<file path="src/rtl/serial_sub_pkg.sv">
// Shared definitions for the serial subtractor: FSM state encoding and the
// slice-counter width helper.
package serial_sub_pkg;

    typedef enum logic {
        IDLE = 1'b0,
        RUN  = 1'b1
    } state_e;

    // Width of a counter that indexes nslice slices (never narrower than 1 bit).
    function automatic int cnt_width(input int nslice);
        return (nslice > 1) ? $clog2(nslice) : 1;
    endfunction

endpackage

</file>
<file path="src/rtl/serial_subtractor_if.sv">
// Request/result bundle of the serial subtractor. The requester drives
// start/A/B/Bin; the subtractor returns the handshake status and the
// registered result.
interface serial_subtractor_if #(
    parameter int WIDTH = 16
);
    logic             start;
    logic [WIDTH-1:0] A;
    logic [WIDTH-1:0] B;
    logic             Bin;
    logic             ready;
    logic             busy;
    logic             done;
    logic [WIDTH-1:0] Diff;
    logic             Borr;
    logic             Ovf;

    modport master (
        output start, A, B, Bin,
        input  ready, busy, done, Diff, Borr, Ovf
    );

    modport slave (
        input  start, A, B, Bin,
        output ready, busy, done, Diff, Borr, Ovf
    );
endinterface

</file>
<file path="src/rtl/serial_subtractor_sub_slice.sv">
// Combinational CHUNK-bit ripple subtractor built from full-subtractor cells:
// d = a - b - bin, bout = borrow out of the top cell.
module sub_slice #(
    parameter int CHUNK = 4
) (
    input  logic [CHUNK-1:0] a,
    input  logic [CHUNK-1:0] b,
    input  logic             bin,
    output logic [CHUNK-1:0] d,
    output logic             bout
);
    logic [CHUNK:0] brw;

    assign brw[0] = bin;

    // One full-subtractor cell per bit; borrow ripples upward.
    for (genvar i = 0; i < CHUNK; i++) begin : g_cell
        assign d[i]       = a[i] ^ b[i] ^ brw[i];
        assign brw[i + 1] = (~a[i] & b[i]) | (~(a[i] ^ b[i]) & brw[i]);
    end

    assign bout = brw[CHUNK];
endmodule

</file>
<file path="src/rtl/serial_subtractor.sv">
// Multi-cycle WIDTH-bit subtractor: Diff = A - B - Bin, CHUNK bits per clock
// through a registered borrow chain, LSB slice first.
// Optional feature: define SERIAL_SUB_OVF_EN to compute the signed overflow
// flag; otherwise Ovf is tied to 0.
module serial_subtractor
    import serial_sub_pkg::*;
#(
    parameter int WIDTH = 16,
    parameter int CHUNK = 4
) (
    input  logic               clk,
    input  logic               rst,
    serial_subtractor_if.slave bus
);
    localparam int              NSLICE = WIDTH / CHUNK;
    localparam int              CW     = cnt_width(NSLICE);
    localparam logic [CW-1:0]   LAST   = CW'(NSLICE - 1);

    state_e           state_q, state_d;
    logic [CW-1:0]    cnt_q, cnt_d;
    logic [WIDTH-1:0] a_q, a_d, b_q, b_d;
    logic [WIDTH-1:0] work_q, work_d;
    logic [WIDTH-1:0] diff_q, diff_d;
    logic             brw_q, brw_d;
    logic             borr_q, borr_d;
    logic             done_q, done_d;
    logic             ready;
    logic [CHUNK-1:0] slice_d;
    logic             slice_bout;
`ifdef SERIAL_SUB_OVF_EN
    logic             a_msb_q, a_msb_d, b_msb_q, b_msb_d;
    logic             ovf_q, ovf_d;
`endif

    // Ready is withheld during the done cycle so a start there is ignored.
    assign ready     = (state_q == IDLE) && !done_q;
    assign bus.ready = ready;
    assign bus.busy  = (state_q == RUN);
    assign bus.done  = done_q;
    assign bus.Diff  = diff_q;
    assign bus.Borr  = borr_q;
`ifdef SERIAL_SUB_OVF_EN
    assign bus.Ovf   = ovf_q;
`else
    assign bus.Ovf   = 1'b0;
`endif

    // Single slice subtractor, fed from the low end of the operand shift registers.
    sub_slice #(.CHUNK(CHUNK)) u_slice (
        .a    (a_q[CHUNK-1:0]),
        .b    (b_q[CHUNK-1:0]),
        .bin  (brw_q),
        .d    (slice_d),
        .bout (slice_bout)
    );

    // Next-state and datapath update: accept in IDLE, one slice per RUN cycle.
    always_comb begin
        // NOTE: every signal gets a default first so no path leaves one unassigned (no latches).
        state_d = state_q;
        cnt_d   = cnt_q;
        a_d     = a_q;
        b_d     = b_q;
        work_d  = work_q;
        brw_d   = brw_q;
        diff_d  = diff_q;
        borr_d  = borr_q;
        done_d  = 1'b0;
`ifdef SERIAL_SUB_OVF_EN
        a_msb_d = a_msb_q;
        b_msb_d = b_msb_q;
        ovf_d   = ovf_q;
`endif
        case (state_q)
            IDLE: begin
                if (bus.start && ready) begin
                    a_d     = bus.A;
                    b_d     = bus.B;
                    brw_d   = bus.Bin;
                    cnt_d   = '0;
                    state_d = RUN;
`ifdef SERIAL_SUB_OVF_EN
                    a_msb_d = bus.A[WIDTH-1];
                    b_msb_d = bus.B[WIDTH-1];
`endif
                end
            end
            RUN: begin
                a_d = a_q >> CHUNK;
                b_d = b_q >> CHUNK;
                work_d[cnt_q * CHUNK +: CHUNK] = slice_d;
                brw_d = slice_bout;
                cnt_d = cnt_q + CW'(1);
                if (cnt_q == LAST) begin
                    state_d = IDLE;
                    diff_d  = work_d;
                    borr_d  = slice_bout;
                    done_d  = 1'b1;
`ifdef SERIAL_SUB_OVF_EN
                    ovf_d   = (a_msb_q != b_msb_q) && (work_d[WIDTH-1] != a_msb_q);
`endif
                end
            end
            default: state_d = IDLE;
        endcase
    end

    // Control and visible outputs: synchronous reset aborts any operation.
    always_ff @(posedge clk) begin
        // NOTE: sequential state uses non-blocking assignments only.
        if (rst) begin
            state_q <= IDLE;
            cnt_q   <= '0;
            brw_q   <= 1'b0;
            diff_q  <= '0;
            borr_q  <= 1'b0;
            done_q  <= 1'b0;
`ifdef SERIAL_SUB_OVF_EN
            ovf_q   <= 1'b0;
`endif
        end else begin
            state_q <= state_d;
            cnt_q   <= cnt_d;
            brw_q   <= brw_d;
            diff_q  <= diff_d;
            borr_q  <= borr_d;
            done_q  <= done_d;
`ifdef SERIAL_SUB_OVF_EN
            ovf_q   <= ovf_d;
`endif
        end
    end

    // Operand and working registers: fully loaded before use, so no reset needed.
    always_ff @(posedge clk) begin
        // NOTE: these datapath registers are deliberately unreset; they are written on accept before any read.
        a_q    <= a_d;
        b_q    <= b_d;
        work_q <= work_d;
`ifdef SERIAL_SUB_OVF_EN
        a_msb_q <= a_msb_d;
        b_msb_q <= b_msb_d;
`endif
    end
endmodule
</file>
<file path="src/flat_wrapper.sv">
// flat-port wrapper written by rule: the top's interface ports become plain ports
module serial_subtractor_flat import serial_sub_pkg::*;
#(
    parameter int WIDTH = 16,
    parameter int CHUNK = 4
)
  (clk, rst, bus_start, bus_A, bus_B, bus_Bin, bus_ready, bus_busy, bus_done, bus_Diff, bus_Borr, bus_Ovf);
  serial_subtractor_if #(.WIDTH(WIDTH)) bus_i ();
  input  logic clk;
  input  logic rst;
  input wire logic [$bits(bus_i.start)-1:0] bus_start;
  input wire logic [$bits(bus_i.A)-1:0] bus_A;
  input wire logic [$bits(bus_i.B)-1:0] bus_B;
  input wire logic [$bits(bus_i.Bin)-1:0] bus_Bin;
  output wire logic [$bits(bus_i.ready)-1:0] bus_ready;
  output wire logic [$bits(bus_i.busy)-1:0] bus_busy;
  output wire logic [$bits(bus_i.done)-1:0] bus_done;
  output wire logic [$bits(bus_i.Diff)-1:0] bus_Diff;
  output wire logic [$bits(bus_i.Borr)-1:0] bus_Borr;
  output wire logic [$bits(bus_i.Ovf)-1:0] bus_Ovf;
  assign bus_i.start = bus_start;
  assign bus_i.A = bus_A;
  assign bus_i.B = bus_B;
  assign bus_i.Bin = bus_Bin;
  assign bus_ready = bus_i.ready;
  assign bus_busy = bus_i.busy;
  assign bus_done = bus_i.done;
  assign bus_Diff = bus_i.Diff;
  assign bus_Borr = bus_i.Borr;
  assign bus_Ovf = bus_i.Ovf;
  serial_subtractor #(.WIDTH(WIDTH), .CHUNK(CHUNK)) u_core (.clk(clk), .rst(rst), .bus(bus_i));
endmodule
</file>
<file path="config.mk">
export PLATFORM = sky130hd
export DESIGN_NAME = serial_subtractor_flat
export DESIGN_NICKNAME = d
export VERILOG_FILES = /design/src/rtl/serial_sub_pkg.sv /design/src/rtl/serial_subtractor_if.sv /design/src/rtl/serial_subtractor_sub_slice.sv /design/src/rtl/serial_subtractor.sv /design/src/flat_wrapper.sv
export SDC_FILE = /design/constraint.sdc
export NUM_CORES = 1
export LEC_CHECK = 0
export BUFFER_PORTS_ARGS = -buffer_cell sky130_fd_sc_hd__buf_4
export CAP_MARGIN = 10
export CORE_ASPECT_RATIO = 1.25
export CORE_MARGIN = 1
export CORE_UTILIZATION = 30
export CTS_CLUSTER_SIZE = 16
export DETAILED_ROUTE_END_ITERATION = 6
export PLACE_DENSITY = 0.55
export SYNTH_ARGS = -nofsm -noshare
export SYNTH_HDL_FRONTEND = slang
export SYNTH_SLANG_ARGS = --single-unit
</file>
<file path="constraint.sdc">
create_clock -name clk -period 3.5 [get_ports clk]
set_clock_uncertainty 0.1 [all_clocks]
set_input_delay 1.05 -clock clk [delete_from_list [all_inputs] [get_ports clk]]
set_output_delay 1.05 -clock clk [all_outputs]
set_load 0.01 [all_outputs]
</file>
# [Word level (Yosys, flattened, before mapping)]
# Cells that the tools add are included.
[classes] n_addsub=2 eq_ne=2 shift=2 n_mux=13 bitwise=29 n_reduce_logical=5
[ops] cell="one-hot mux 16 bit (2 select lines)" count=2
[ops] cell="negator 4 -> 34 bit" count=1
[ops] cell="variable shift 4 x 34 -> 16 bit (first input constant)" count=1
[ops] cell="variable part select 4 x 34 -> 16 bit" count=1
[ops] cell="two-way mux 16 bit" count=2
[ops] cell="bitwise mux 16 bit" count=1
[ops] cell="inverter 1 bit" count=9
[ops] cell="AND 1 bit" count=8
[ops] cell="XOR 1 bit" count=8
[ops] cell="two-way mux 1 bit" count=4
[ops] cell="OR 1 bit" count=4
[ops] cell="one-hot mux 1 bit (2 select lines)" count=2
[ops] cell="one-hot mux 2 bit (2 select lines)" count=1
[ops] cell="adder 2 x 1 -> 2 bit (second input constant)" count=1
[ops] cell="equality test 2 bit (second input constant)" count=1
[ops] cell="logical AND 1 bit" count=2
[ops] cell="two-way mux 2 bit" count=1
[ops] cell="inequality test 2 bit (second input constant)" count=1
[ops] cell="AND reduction 2 bit" count=1
[ops] cell="OR reduction 2 bit" count=1
[ops] cell="logical NOT 1 bit" count=1
[word_totals] register_bits=70 input_bits=36 out_inout_bits=21

# [Depth between registers and ports, before layout]
# Gate-level depths: netlist of run 1.
[depth] ltp_word=11 ltp_mapped=9 mapped_depth_nobuf=9

# [Modules after synthesis]
# A second synthesis of run 1 with hierarchy kept.
[unflattened] hier_cells=230 area_unflattened_um2=2932.8
[modules_own_cells] module="serial_subtractor" n_inst=1 cells_per_inst=216 area_per_inst_um2=2815.2 seq_area_each_um2=1761.7
[modules_own_cells] module="sub_slice" n_inst=1 cells_per_inst=14 area_per_inst_um2=117.6 seq_area_each_um2=0.0

# [Least setup slack after synthesis of run 1]
# Ideal clock, no wire load.
[synth_path] path_type="register to output" from="register u_core.state_q (netlist: u_core.bus.busy)" to="output port bus_ready" arrival_ns=1.300 required_ns=2.350 setup_slack_ns=1.050 stages_incl_launch_ff=4 path_cell_list="dfxtp_1 -> buf_6 -> clkbuf_1 -> nor2_1"
[synth_via] elab_chain_cells=2
[synth_rtl] item="from (decl)" line_no="serial_subtractor.sv:19" text="state_e state_q, state_d;"
[synth_rtl] item="from (signal assigned)" line_no="serial_subtractor.sv:122" text="state_q <= state_d;"
[synth_rtl] item="inverter 1 bit" line_no="serial_subtractor.sv:36" text="assign ready = (state_q == IDLE) && !done_q;"
[synth_rtl] item="logical AND 1 bit" line_no="serial_subtractor.sv:36"
[synth_rtl] item="to (decl)" line_no="flat_wrapper.sv:15" text="output wire logic [$bits(bus_i.ready)-1:0] bus_ready;"
# No other way between the ends.

# [Worst setup path in the final report of run 1]
[layout_path] from="register u_core.a_q[0]" to="register u_core.diff_q[7] (netlist: u_core.bus.Diff[7])"
[layout_via] elab_chain_cells=11 elab_cells_between_ends=16 classes_between="shift: 1; mux: 1; bitwise: 14"
[layout_rtl] item="from (decl)" line_no="serial_subtractor.sv:21" text="logic [WIDTH-1:0] a_q, a_d, b_q, b_d;"
[layout_rtl] item="from (signal assigned)" line_no="serial_subtractor.sv:137" text="a_q <= a_d;"
[layout_rtl] item="XOR 1 bit" line_no="serial_subtractor_sub_slice.sv:18, serial_subtractor_sub_slice.sv:19"
[layout_rtl] item="inverter 1 bit" line_no="serial_subtractor_sub_slice.sv:19" text="assign brw[i + 1] = (~a[i] & b[i]) | (~(a[i] ^ b[i]) & brw[i]);"
[layout_rtl] item="AND 1 bit" line_no="serial_subtractor_sub_slice.sv:19"
[layout_rtl] item="OR 1 bit" line_no="serial_subtractor_sub_slice.sv:19"
[layout_rtl] item="AND 1 bit" line_no="serial_subtractor_sub_slice.sv:19"
[layout_rtl] item="OR 1 bit" line_no="serial_subtractor_sub_slice.sv:19"
[layout_rtl] item="AND 1 bit" line_no="serial_subtractor_sub_slice.sv:19"
[layout_rtl] item="OR 1 bit" line_no="serial_subtractor_sub_slice.sv:19"
[layout_rtl] item="XOR 1 bit" line_no="serial_subtractor_sub_slice.sv:18" text="assign d[i] = a[i] ^ b[i] ^ brw[i];"
[layout_rtl] item="variable part select 4 x 34 -> 16 bit (*)" line_no="serial_subtractor.sv:91" text="work_d[cnt_q * CHUNK +: CHUNK] = slice_d;"
[layout_rtl] item="bitwise mux 16 bit (*)" line_no="serial_subtractor.sv:91"
[layout_rtl] item="to (signal assigned)" line_no="serial_subtractor.sv:125" text="diff_q <= diff_d;"
[layout_rtl] item="to (decl)" line_no="serial_subtractor.sv:23" text="logic [WIDTH-1:0] diff_q, diff_d;"
# Every way passes the cells marked *; elsewhere a longest branch is shown, timed or not.
# A chain may end at the register's enable or synchronous reset.

==> results.md, run 1 <==
- Final setup TNS: 0 ps
- Reg2reg end: u_core.bus.Diff[7]
- Worst Path Arrival: 2720 ps
- Final Max Slew Viols: 0
- Pleak: 1.548 nW
- Critical Path, Cell by Cell: inv_1 -> fa_1 -> inv_1 -> fa_1 -> fa_1 -> inv_1 -> fa_1 -> nand3b_1 -> a311oi_2
- Sequential fraction of the synthesis area: 0.5776
- Maximum achievable frequency: 388.3 MHz
- Flops & latches, synth: 70
- Antenna Cells: 0
- Synth Area in Compound Gates: 0.08065
- Yosys top cell area share: 0.4424
- Max IR drop VDD: 0.2392 mV
- Worst slack at placement: 902.0 ps
- Number of DRC markers after the initial detailed-route iteration: 52
- Synth-to-Final Area Change: 24.77%
- Cell depth of the worst hold path: 2
- Worst Path Class, Setup: flip-flop to flip-flop
- Path length in cells of the critical path: 9
- Floorplan core area: 0.01056 sq mm
- Number of buffers on the longest clock path: 2
- Clock insertion delay at the later pin of the skew report: 330 ps
- Placed Instance Area: 0.003742 sq mm
- Cell Pwr Density: 539.7 mW/mm^2
- Post-Synth Adder-Cell Area: 0.04762
- Total Routed Length: 6.077 mm
- Synth top area cells: sky130_fd_sc_hd__edfxtp_1 44%, sky130_fd_sc_hd__dfxtp_1 14%, sky130_fd_sc_hd__mux2_2 8.6%
- Register-to-register path setup slack: 920 ps
- Overflow left after global routing: 0
- Highest cell delay on the worst timing path: 470 ps
- Antenna violations before repair: 0
- Result of the run: finished clean
- All-layer global routing usage: 0.1180
- Final routed wire length divided by cell count: 14.13 um
- Post-synth cell types: 28
- Slowest cell on the critical path: sky130_fd_sc_hd__fa_1
- Cell taking the most area after synthesis: sky130_fd_sc_hd__edfxtp_1
- Height of the die: 118.5 um
- Number of instances in the placed design: 414
- Post-CTS Hold Buffers: 0
- Via density per instance: 4.526
- Cell mode on critical path: sky130_fd_sc_hd__fa_1
- Worst Hold Class: flip-flop to flip-flop
- Worst endpoint required time: 3640 ps
- Startpoint of the lowest-slack hold path: u_core.bus.Borr
- Worst path bufs/invs: 3
- Depth of the worst register-to-register path: 9
- Count of TritonRoute iterations in the first routing pass: 4
- Number of nets produced by synthesis: 283
- Xor and xnor fraction of the mapped netlist area: 0
- Slew at the pin closest to its max-slew limit: 666.1 ps
- Startpoint types: flip-flop
- Commonest non-fill, non-tap cell in the layout: sky130_fd_sc_hd__buf_4
- Count of final setup violators: 0
- Number of synthesis warnings: 0
- Rel. slew slack: 0.5559
- Max FO, Critical Path: 4
- Maximum level of the CTS H-tree: 3
- Worst-path clk slew: 60 ps
- Post-synthesis mux area share: 0.08948
- Average footprint of a synthesized cell: 13.75 sq um
- Netlist area before placement: 0.003258 sq mm
- Worst hold slack: 363.3 ps
- TritonCTS clock tree: yes
- Top-level I/O count: 57
- First-pass GRT wire length: 9.949 mm
- Largest net degree at the start of global routing: 55
- Fin nets: 339
- Via count of the first global-routing pass: 1957
- Clock buffers created by TritonCTS: 9
- Number of buffers added on ports: 55
- Share of final-layout standard cells stronger than drive strength 1: 0.4430
- Family with the most delay on the worst path: adder cells
- Leading cell types in the layout, fill and taps excluded: 57 x sky130_fd_sc_hd__buf_4, 48 x sky130_fd_sc_hd__edfxtp_1, 25 x sky130_fd_sc_hd__mux2_2
- Final HPWL from detailed placement: 4.050 mm
- Number of instances in the synthesized netlist: 237
- Filler Cells Inserted: 1010
- Largest family of logic cells by synthesized area: simple AND/OR/NAND/NOR gates
- Final worst-path setup slack: 924.7 ps
- Number of setup buffers added after CTS: 0
- Critical Path Sink Type: flip-flop
- Post-synthesis share of cell area spent on and, or, nand and nor gates: 0.1605
- Vias after detailed routing: 1946
- DIE WIDTH: 95.21 um
- Number of rows in the core area: 42
- Number of clock sinks: 70
- Maxcap violations: 0
- Total count of hold-check failures in the final report: 0
- RePlAce Congestion: 0.7029
- Initial cell density of the core: 0.3085
- Post-route insts no fill: 430
- Critical R2R Launch: u_core.a_q[0]
- Clock Root Buffer: sky130_fd_sc_hd__clkbuf_16
- Post-route cell area: 0.004065 sq mm
- DRC violation count after routing: 0
- Number of antenna-violating nets in the routed design: 0
- Number of gates given a new drive strength after cts: 0
- Period minus WS final: 2575 ps
- Final worst-path cycle share: 0.7358
- End point of the most critical hold path: u_core.bus.Borr
- Unrepaired setup endpoints after global routing: false
- Die footprint: 0.01128 sq mm
[report_power, final]
group | internal, mW | switching (mW) | leakage [nW]
Sequential | 0.959 | 0.0202 | 0.657
Clock | 0.626 | 0.356 | 0.152
Combinational | 0.113 | 0.120 | 0.739
[worst register-to-register path: cells and delay by family, from the launching register on]
kind                     cells  cell delay, ps
flip-flops                   1             370
AO/OA/AOI/OAI                1             210
adder cells (fa/ha/maj)      4            1390
buffers and inverters        3             200
AND/OR/NAND/NOR              1             230
[synthesized netlist by cell type]
library cell,number
sky130_fd_sc_hd__nor2b_1,8
sky130_fd_sc_hd__conb_1,1
sky130_fd_sc_hd__a211oi_1,1
sky130_fd_sc_hd__mux2_2,25
sky130_fd_sc_hd__and3b_1,1
sky130_fd_sc_hd__nand3b_1,10
sky130_fd_sc_hd__buf_2,2
sky130_fd_sc_hd__nand3_1,8
sky130_fd_sc_hd__buf_1,2
sky130_fd_sc_hd__a311oi_2,16
sky130_fd_sc_hd__a21oi_1,3
sky130_fd_sc_hd__and2_4,1
sky130_fd_sc_hd__inv_1,8
sky130_fd_sc_hd__mux2i_1,1
sky130_fd_sc_hd__edfxtp_1,48
sky130_fd_sc_hd__nor2_2,13
sky130_fd_sc_hd__fa_1,4
sky130_fd_sc_hd__buf_4,2
sky130_fd_sc_hd__nor3b_2,3
sky130_fd_sc_hd__nor2_1,6
sky130_fd_sc_hd__nand2b_1,18
sky130_fd_sc_hd__ha_1,6
sky130_fd_sc_hd__buf_12,2
sky130_fd_sc_hd__nand2_1,21
sky130_fd_sc_hd__dfxtp_1,22
sky130_fd_sc_hd__nor3b_1,1
sky130_fd_sc_hd__buf_6,3
sky130_fd_sc_hd__clkbuf_1,1
[worst max path at each step]
stage	from	to	slack [ps]
after floorplan	u_core.bus.busy	bus_ready	1050
after global routing	u_core.a_q[0]	u_core.bus.Diff[7]	760
after CTS	u_core.a_q[0]	u_core.bus.Diff[7]	890
final	u_core.a_q[0]	u_core.bus.Diff[7]	920
after global placement	u_core.a_q[0]	u_core.bus.Diff[15]	1000
after detailed placement	u_core.a_q[0]	u_core.bus.Diff[7]	900
[cell families after synthesis]
| group | count (synthesis) |
|---|---|
| and+or+nand+nor | 90 |
| DFF | 70 |
| muxes | 26 |
| AOI/OAI and AO/OA | 20 |
| buffers and inverters | 20 |
| adders and majority gates | 10 |
| other | 1 |
[cell type report]
| cell class | count | area, sq um | share of cell area |
|---|---|---|---|
| clock buffer | 9 | 225.2 | 0.05540 |
| clock inverter | 7 | 97.59 | 0.02401 |
| inverter | 8 | 30.03 | 0.007387 |
| multi-input combinational | 147 | 1236 | 0.3041 |
| sequential | 70 | 1883 | 0.4632 |
| tap | 132 | 165.2 | 0.04063 |
| timing repair buffer | 57 | 427.9 | 0.1053 |
[per-layer routing]
metal  up-vias  routed length (um)  track usage
met5         -                   0            0
met4         0                  93      0.03977
met3         7                 355      0.05212
met2        49                2853       0.1777
met1       926                2774       0.1491
li1        964                   -            -
[sequential cells by signal, summed over array words and instances, names as in the netlist]
signal and flops:
u_core.a_q 16, u_core.b_q 16, u_core.brw_q 1, u_core.bus.Borr 1, u_core.bus.Diff 16, u_core.bus.busy 1, u_core.bus.done 1, u_core.cnt_q 2
u_core.work_q 16
[metrics by stage]
step           total power [mW]    util
2_1_floorplan             1.147       -
4_1_cts                   2.228  0.3849
3_5_place_dp              1.236  0.3543
5_1_grt                   2.287  0.3849
3_3_place_gp              1.230  0.3543
6_report                  2.194  0.3849
Note: power is estimated with default switching activity, not from simulation.
==> run 2, diff against run 1 <==
Settings changed: ABC_AREA from default to 1, PLACE_DENSITY 0.55 to 0.57.
Clock period 3.5 ns to 2.3 ns, I/O delays scaled along.
==> run 2 against run 1 <==
  * The run now ends with setup timing left
  * Count of clock-buffer cells in the layout is 2 higher
  * Register-to-register slack got worse by 1100 ps
  * Global-route usage is 0.088 points higher
  * Sequential cell count unchanged
  * Sequential share of layout area about the same
  * Via count up 14%
  * Largest cell class unchanged
==> results.md, run 2 <==
- Clock insertion delay at the later pin of the skew report: 330 ps (about the same)
- Result of the run: finished with violations
- Post-synthesis share of cell area spent on and, or, nand and nor gates: 0.1832 (+0.02272)
- Slowest cell on the critical path: sky130_fd_sc_hd__fa_2
- Power, Total: 3.214 mW (+47%)
- Number of nets produced by synthesis: 362 (+28%)
- Height of the die: 117.4 um (-0.95%)
- Critical Path, Cell by Cell: inv_1 -> fa_1 -> inv_2 -> fa_2 -> fa_2 -> inv_2 -> fa_2 -> nor2_4 -> nand3_2 -> nand3_2 -> nand2_1 -> inv_1
- Flops & latches, synth: 70 (unchanged)
- Layout Utilization: 0.3980 (+0.01310)
- Synth Area in Compound Gates: 0.01527 (-0.06537)
- Largest family of logic cells by synthesized area: simple AND/OR/NAND/NOR gates
- Post-synthesis mux area share: 0.08457 (-0.004905)
- Worst hold slack: 391.8 ps (+28.54 ps)
- Average footprint of a synthesized cell: 10.11 sq um (-26%)
- Number of DRC markers after the initial detailed-route iteration: 99 (+90%)
- Family with the most delay on the worst path: adder cells
- Sequential fraction of the synthesis area: 0.5889 (+0.01131)
- DIE WIDTH: 94.31 um (-0.95%)
- Final worst-path setup slack: -176.6 ps (-1101 ps)
- Failing checks: setup timing
- Count of final setup violators: 8 (+8)
- DRC violation count after routing: 0 (unchanged)
- Cell taking the most area after synthesis: sky130_fd_sc_hd__edfxtp_1
- Fin nets: 420 (+24%)
- Final routed wire length divided by cell count: 11.80 um (-16%)
- Top-count cell post-synth: sky130_fd_sc_hd__nand2_1
- Leading cell types in the layout, fill and taps excluded: 58 x sky130_fd_sc_hd__buf_4, 57 x sky130_fd_sc_hd__nand2_1, 54 x sky130_fd_sc_hd__nor2_1
- Final Max Slew Viols: 0 (unchanged)
- Post-synth cell types: 17 (-39%)
- Total count of hold-check failures in the final report: 0 (unchanged)
- Critical Path Sink Type: flip-flop
- Xor and xnor fraction of the mapped netlist area: 0 (unchanged)
- Final setup TNS: -1106 ps (-1106 ps)
- Share of final-layout standard cells stronger than drive strength 1: 0.2876 (-0.1554)
- Rel. slew slack: 0.6306 (+0.07464)
- Count of TritonRoute iterations in the first routing pass: 4 (unchanged)
- Maxcap violations: 0 (unchanged)
- TritonCTS clock tree: yes
- Worst path bufs/invs: 4 (+1)
- Slew at the pin closest to its max-slew limit: 553.3 ps (-112.8 ps)
- Worst Path Arrival: 2650 ps (-70 ps)
- Synth top area cells: sky130_fd_sc_hd__edfxtp_1 45%, sky130_fd_sc_hd__dfxtp_1 14%, sky130_fd_sc_hd__mux2_2 8.5%
- Number of buffers added on ports: 55 (unchanged)
- Clock buffers created by TritonCTS: 9 (unchanged)
- Via count of the first global-routing pass: 2205 (+13%)
- Maximum level of the CTS H-tree: 3 (unchanged)
- Initial cell density of the core: 0.3130 (+0.004571)
- Netlist area before placement: 0.003196 sq mm (-1.9%)
- Pleak: 1.836 nW (+19%)
- Final HPWL from detailed placement: 4.075 mm (+0.60%)
- Synth-to-Final Area Change: 27.13%
- Worst-path clk slew: 50 ps (about the same)
- Top-level I/O count: 57 (unchanged)
- Worst endpoint required time: 2480 ps (-1160 ps)
- Highest cell delay on the worst timing path: 470 ps (about the same)
- Post-CTS Hold Buffers: 0 (unchanged)
- All-layer global routing usage: 0.1189 (+0.0008768)
- Max IR drop VDD: 0.4266 mV (+78%)
- Final worst-path cycle share: 1.077 (+0.3410)
- First-pass GRT wire length: 10.05 mm (+0.97%)
- Number of flops mapped to enable cells by yosys: 48 (unchanged)
- Top cells by instance count after synthesis: 57 x sky130_fd_sc_hd__nand2_1, 55 x sky130_fd_sc_hd__nor2_1, 48 x sky130_fd_sc_hd__edfxtp_1
- Number of setup buffers added after CTS: 0 (unchanged)
- Number of antenna-violating nets in the routed design: 0 (unchanged)
- Worst slack at placement: -188.9 ps (-1091 ps)
- Yosys top cell area share: 0.4511 (+0.008661)
- Number of instances in the placed design: 492 (+19%)
- Number of buffers on the longest clock path: 2 (unchanged)
- Post-route insts no fill: 508 (+18%)
- Startpoint of the lowest-slack hold path: u_core.bus.Borr
- Worst Hold Class: flip-flop to flip-flop
- Floorplan core area: 0.01021 sq mm (-3.4%)
- Unrepaired setup endpoints after global routing: true
- Number of synthesis warnings: 0 (unchanged)
- Antenna violations before repair: 0 (unchanged)
- Fraction of registers with async set or reset after synthesis: 0 (unchanged)
- Placed Instance Area: 0.003747 sq mm (+0.13%)
- Post-route cell area: 0.004063 sq mm (about the same)
- Cell Pwr Density: 791.2 mW/mm^2 (+47%)
- Maximum achievable frequency: 403.8 MHz (+4.0%)
- Number of clock sinks: 70 (unchanged)
- Number of rows in the core area: 41 (-2.4%)
- Startpoint types: flip-flop
- Clock Root Buffer: sky130_fd_sc_hd__clkbuf_16
- Antenna Cells: 0 (unchanged)
- Vias after detailed routing: 2225 (+14%)
- Die footprint: 0.01107 sq mm (-1.9%)
- Number of instances in the synthesized netlist: 316 (+33%)
- Largest net degree at the start of global routing: 41 (-25%)
- Critical R2R Launch: u_core.a_q[0]
- Via density per instance: 4.380 (-3.2%)
- Cell mode on critical path: sky130_fd_sc_hd__fa_2
- Commonest non-fill, non-tap cell in the layout: sky130_fd_sc_hd__buf_4
- Period minus WS final: 2477 ps (-98.61 ps)
- Max FO, Critical Path: 3 (-1)
- Worst Path Class, Setup: flip-flop to flip-flop
- Overflow left after global routing: 0 (unchanged)
- Dominant register cell in the synthesized netlist: sky130_fd_sc_hd__edfxtp_1
- Post-Synth Adder-Cell Area: 0.04855 (+0.0009322)
- Setup crit start: u_core.a_q[0]
- RePlAce Congestion: 0.7714 (+9.7%)
- Total Routed Length: 5.996 mm (-1.3%)
==> run 2: changes by cell type after synthesis, sizes merged, moves of 3 or more <==
| cell | previous run | this run |
|---|---|---|
| o21ai | 0 | 3 |
| nand2b | 18 | 0 |
| a311oi | 16 | 0 |
| nand3b | 10 | 0 |
| nand3 | 8 | 33 |
| nor2b | 8 | 0 |
| nor2 | 19 | 55 |
| nor3b | 4 | 0 |
| inv | 8 | 47 |
| nand2 | 21 | 57 |
==> run 2: worst min-delay path, stage by stage, from the launching register on <==
cell and delay [ps]:
sky130_fd_sc_hd__dfxtp_1 320, sky130_fd_sc_hd__nand3_1 80, sky130_fd_sc_hd__nand2_1 50
==> run 2: area by class of cell <==
class / count / area, sq um
clock buffers: 11 / 232.7
clock inverters: 5 / 50.05
fillers: 1011 / 6146
inverters: 47 / 176.4
multi-input cells: 187 / 1104
flip-flops and latches: 70 / 1883
well taps: 129 / 161.4
repair buffers: 59 / 455.4
==> run 2: per-layer routing <==
metal	GRT usage	vias to the layer above	part of all wire
met5	0	-	0
met4	0.07212	0	0.028
met3	0.04345	12	0.080
met2	0.1821	65	0.47
met1	0.1395	1018	0.42
li1	-	1130	-
==> run 2: cells by family (layout without fill, tap and decap cells) <==
logic type / count (synthesis) / count (layout)
and+or+nand+nor: 145 / 145
DFF: 70 / 70
buffers and inverters: 59 / 122
muxes: 24 / 24
adders and majority gates: 10 / 10
AOI/OAI and AO/OA: 7 / 7
other: 1 / 1
==> run 2: path summary, 6_finish.rpt <==
| path | slack, ps | cells after the start | endpoint |
|---|---|---|---|
| setup / recovery | -180 | 12 | u_core.bus.Diff[11] |
| hold / removal | 390 | 2 | u_core.bus.Borr |
| setup reg to reg | -180 | 12 | u_core.bus.Diff[11] |
| hold reg to reg | 390 | 2 | u_core.bus.Borr |
==> run 2: timing repair <==
item / 4_1_cts / 5_1_grt
setup endpoints to repair: 8 / 15
resized for setup: 0 / 8
pin swaps: 6 / 4
==> run 2: power by group <==
group	switching, mW	total (mW)	leakage, nW	internal [mW]
Clock	0.507	1.34	0.135	0.830
Sequential	0.0300	1.50	0.653	1.47
Combinational	0.207	0.378	1.05	0.171
==> run 3, diff against run 2 <==
Settings changed: GPL_TIMING_DRIVEN from default to 0.
==> run 3 against run 2 <==
  * The flow still finishes with violations (setup timing)
  * Critical path depth is the same
  * Register-to-register slack gained 50 ps
  * Non-clock buffer count grew 7
  * Clock power is essentially flat
  * Worst setup slack gained 55 ps
  * Die area is the same
  * Worst hold slack lost 16 ps
  * Design area grew 0.83%
  * Total power grew 0.42%
  * Highest routed layer unchanged
==> results.md, run 3 (synthesis results as in run 2) <==
- Post-CTS Hold Buffers: 0 (unchanged)
- Count of TritonRoute iterations in the first routing pass: 4 (unchanged)
- Unrepaired setup endpoints after global routing: true
- Worst-path clk slew: 60 ps (about the same)
- DRC violation count after routing: 0 (unchanged)
- Maximum achievable frequency: 412.9 MHz (+2.3%)
- TritonCTS clock tree: yes
- Slew at the pin closest to its max-slew limit: 979.9 ps (+426.6 ps)
- Overflow left after global routing: 0 (unchanged)
- Total Routed Length: 6.203 mm (+3.5%)
- Antenna Cells: 0 (unchanged)
- Cell mode on critical path: sky130_fd_sc_hd__fa_2
- Number of antenna-violating nets in the routed design: 0 (unchanged)
- Count of final setup violators: 8 (unchanged)
- Maxcap violations: 0 (unchanged)
- Largest net degree at the start of global routing: 36 (-12%)
- Via count of the first global-routing pass: 2305 (+4.5%)
- Startpoint types: flip-flop
- All-layer global routing usage: 0.1240 (+0.005095)
- Number of buffers added on ports: 54 (-1.8%)
- Critical Path, Cell by Cell: inv_1 -> fa_1 -> inv_2 -> fa_2 -> fa_2 -> inv_2 -> fa_2 -> nor2_4 -> nand3_2 -> nand3_1 -> nand2_1 -> inv_1
- Critical Path Sink Type: flip-flop
- Max IR drop VDD: 0.3424 mV (-20%)
- Final routed wire length divided by cell count: 12.04 um (+2.0%)
- Commonest non-fill, non-tap cell in the layout: sky130_fd_sc_hd__buf_4
- Max FO, Critical Path: 3 (unchanged)
- Initial cell density of the core: 0.3130 (unchanged)
- Result of the run: finished with violations
- Pleak: 1.871 nW (+1.9%)
- Depth of the worst register-to-register path: 12 (unchanged)
- Die footprint: 0.01107 sq mm (unchanged)
- Slowest cell on the critical path: sky130_fd_sc_hd__fa_2
- Maximum level of the CTS H-tree: 3 (unchanged)
- Number of DRC markers after the initial detailed-route iteration: 63 (-36%)
- Worst Path Class, Setup: flip-flop to flip-flop
- Worst endpoint required time: 2480 ps (about the same)
- Vias after detailed routing: 2198 (-1.2%)
- Clock Root Buffer: sky130_fd_sc_hd__clkbuf_16
- Antenna violations before repair: 0 (unchanged)
- Failing checks: setup timing
- Top-level I/O count: 57 (unchanged)
- DIE WIDTH: 94.31 um (unchanged)
- Worst Hold Class: flip-flop to flip-flop
- Number of rows in the core area: 41 (unchanged)
- Final HPWL from detailed placement: 4.501 mm (+10%)
- Placed Instance Area: 0.003770 sq mm (+0.60%)
- Final Max Slew Viols: 0 (unchanged)
- First-pass GRT wire length: 10.35 mm (+3.0%)
- Post-route cell area: 0.004096 sq mm (+0.83%)
- Final worst-path setup slack: -122.0 ps (+54.68 ps)
- RePlAce Congestion: 0.8013 (+3.9%)
- Total count of hold-check failures in the final report: 0 (unchanged)
- Highest cell delay on the worst timing path: 450 ps (-20 ps)
- Via density per instance: 4.268 (-2.6%)
- Leading cell types in the layout, fill and taps excluded: 60 x sky130_fd_sc_hd__buf_4, 57 x sky130_fd_sc_hd__nand2_1, 54 x sky130_fd_sc_hd__nor2_1
- Final worst-path cycle share: 1.053 (-0.02377)
- Fin nets: 427 (+1.7%)
- Worst Path Arrival: 2600 ps (-50 ps)
- Clock buffers created by TritonCTS: 9 (unchanged)
- Number of clock sinks: 70 (unchanged)
- Worst slack at placement: -180.4 ps (+8.522 ps)
- Rel. slew slack: 0.3450 (-0.2856)
- Share of final-layout standard cells stronger than drive strength 1: 0.3057 (+0.01810)
- Floorplan core area: 0.01021 sq mm (unchanged)
- Height of the die: 117.4 um (unchanged)
- Clock insertion delay at the later pin of the skew report: 330 ps (about the same)
- Period minus WS final: 2422 ps (-54.68 ps)
- Number of buffers on the longest clock path: 2 (unchanged)
- Cell Pwr Density: 788.0 mW/mm^2 (-0.40%)
- Cell depth of the worst hold path: 2 (unchanged)
- Synth-to-Final Area Change: 28.19%
==> run 3: worst paths after layout <==
| kind | to | from | slack, ps |
|---|---|---|---|
| setup reg to reg | u_core.bus.Diff[15] | u_core.a_q[0] | -120 |
| hold / removal | u_core.bus.Borr | u_core.bus.Borr | 380 |
| setup / recovery | u_core.bus.Diff[15] | u_core.a_q[0] | -120 |
| hold reg to reg | u_core.bus.Borr | u_core.bus.Borr | 380 |
==> run 3: report_power, final <==
| group | switching (mW) | internal, mW | total (mW) |
|---|---|---|---|
| logic | 0.197 | 0.169 | 0.366 |
| clock network | 0.521 | 0.831 | 1.35 |
| registers | 0.0412 | 1.47 | 1.51 |
==> run 3: per-layer routing <==
metal  track usage  vias to the layer above  part of all wire
met5             0                        -                 0
met4       0.05192                        0             0.015
met3       0.05642                        8             0.082
met2        0.2056                       63              0.48
met1        0.1340                      988              0.42
li1              -                     1139                 -
==> run 3: final cells by class <==
type	count	area, sq um
clock inverter	7	65.06
tap	129	161.4
clock buffer	9	225.2
inverter	47	176.4
multi-input combinational	187	1104
timing repair buffer	54	405.4
sequential	70	1886
buffer	12	73.82
fill	992	6112
==> run 3: per-stage QoR <==
stage            util  hold slack (ps)  instances  setup TNS, ps  power (mW)
4_1_cts        0.4005            378.7        515         -851.6       3.275
5_1_grt        0.4013            408.0        515          -2433       3.385
3_3_place_gp   0.3693            364.9        499         -949.0       1.885
6_report       0.4013            376.3        515         -757.3       3.228
3_5_place_dp   0.3693            369.6        499          -1099       1.899
2_1_floorplan       -            388.9        316         -12.16       1.771
==> run 3: critical path: cells and delay by family (launching register included) <==
family	cells	cell delay [ps]
flops	1	350
buf+inv	4	210
simple gates	4	410
fa+ha+maj	4	1290
==> run 3: timing repair <==
| item | in CTS | in global routing |
|---|---|---|
| setup endpoints to repair | 10 | 15 |
| pin swaps | 3 | 0 |
| setup buffers | 0 | 0 |
| gates resized for setup | 7 | 3 |
| cloned | 0 | 0 |
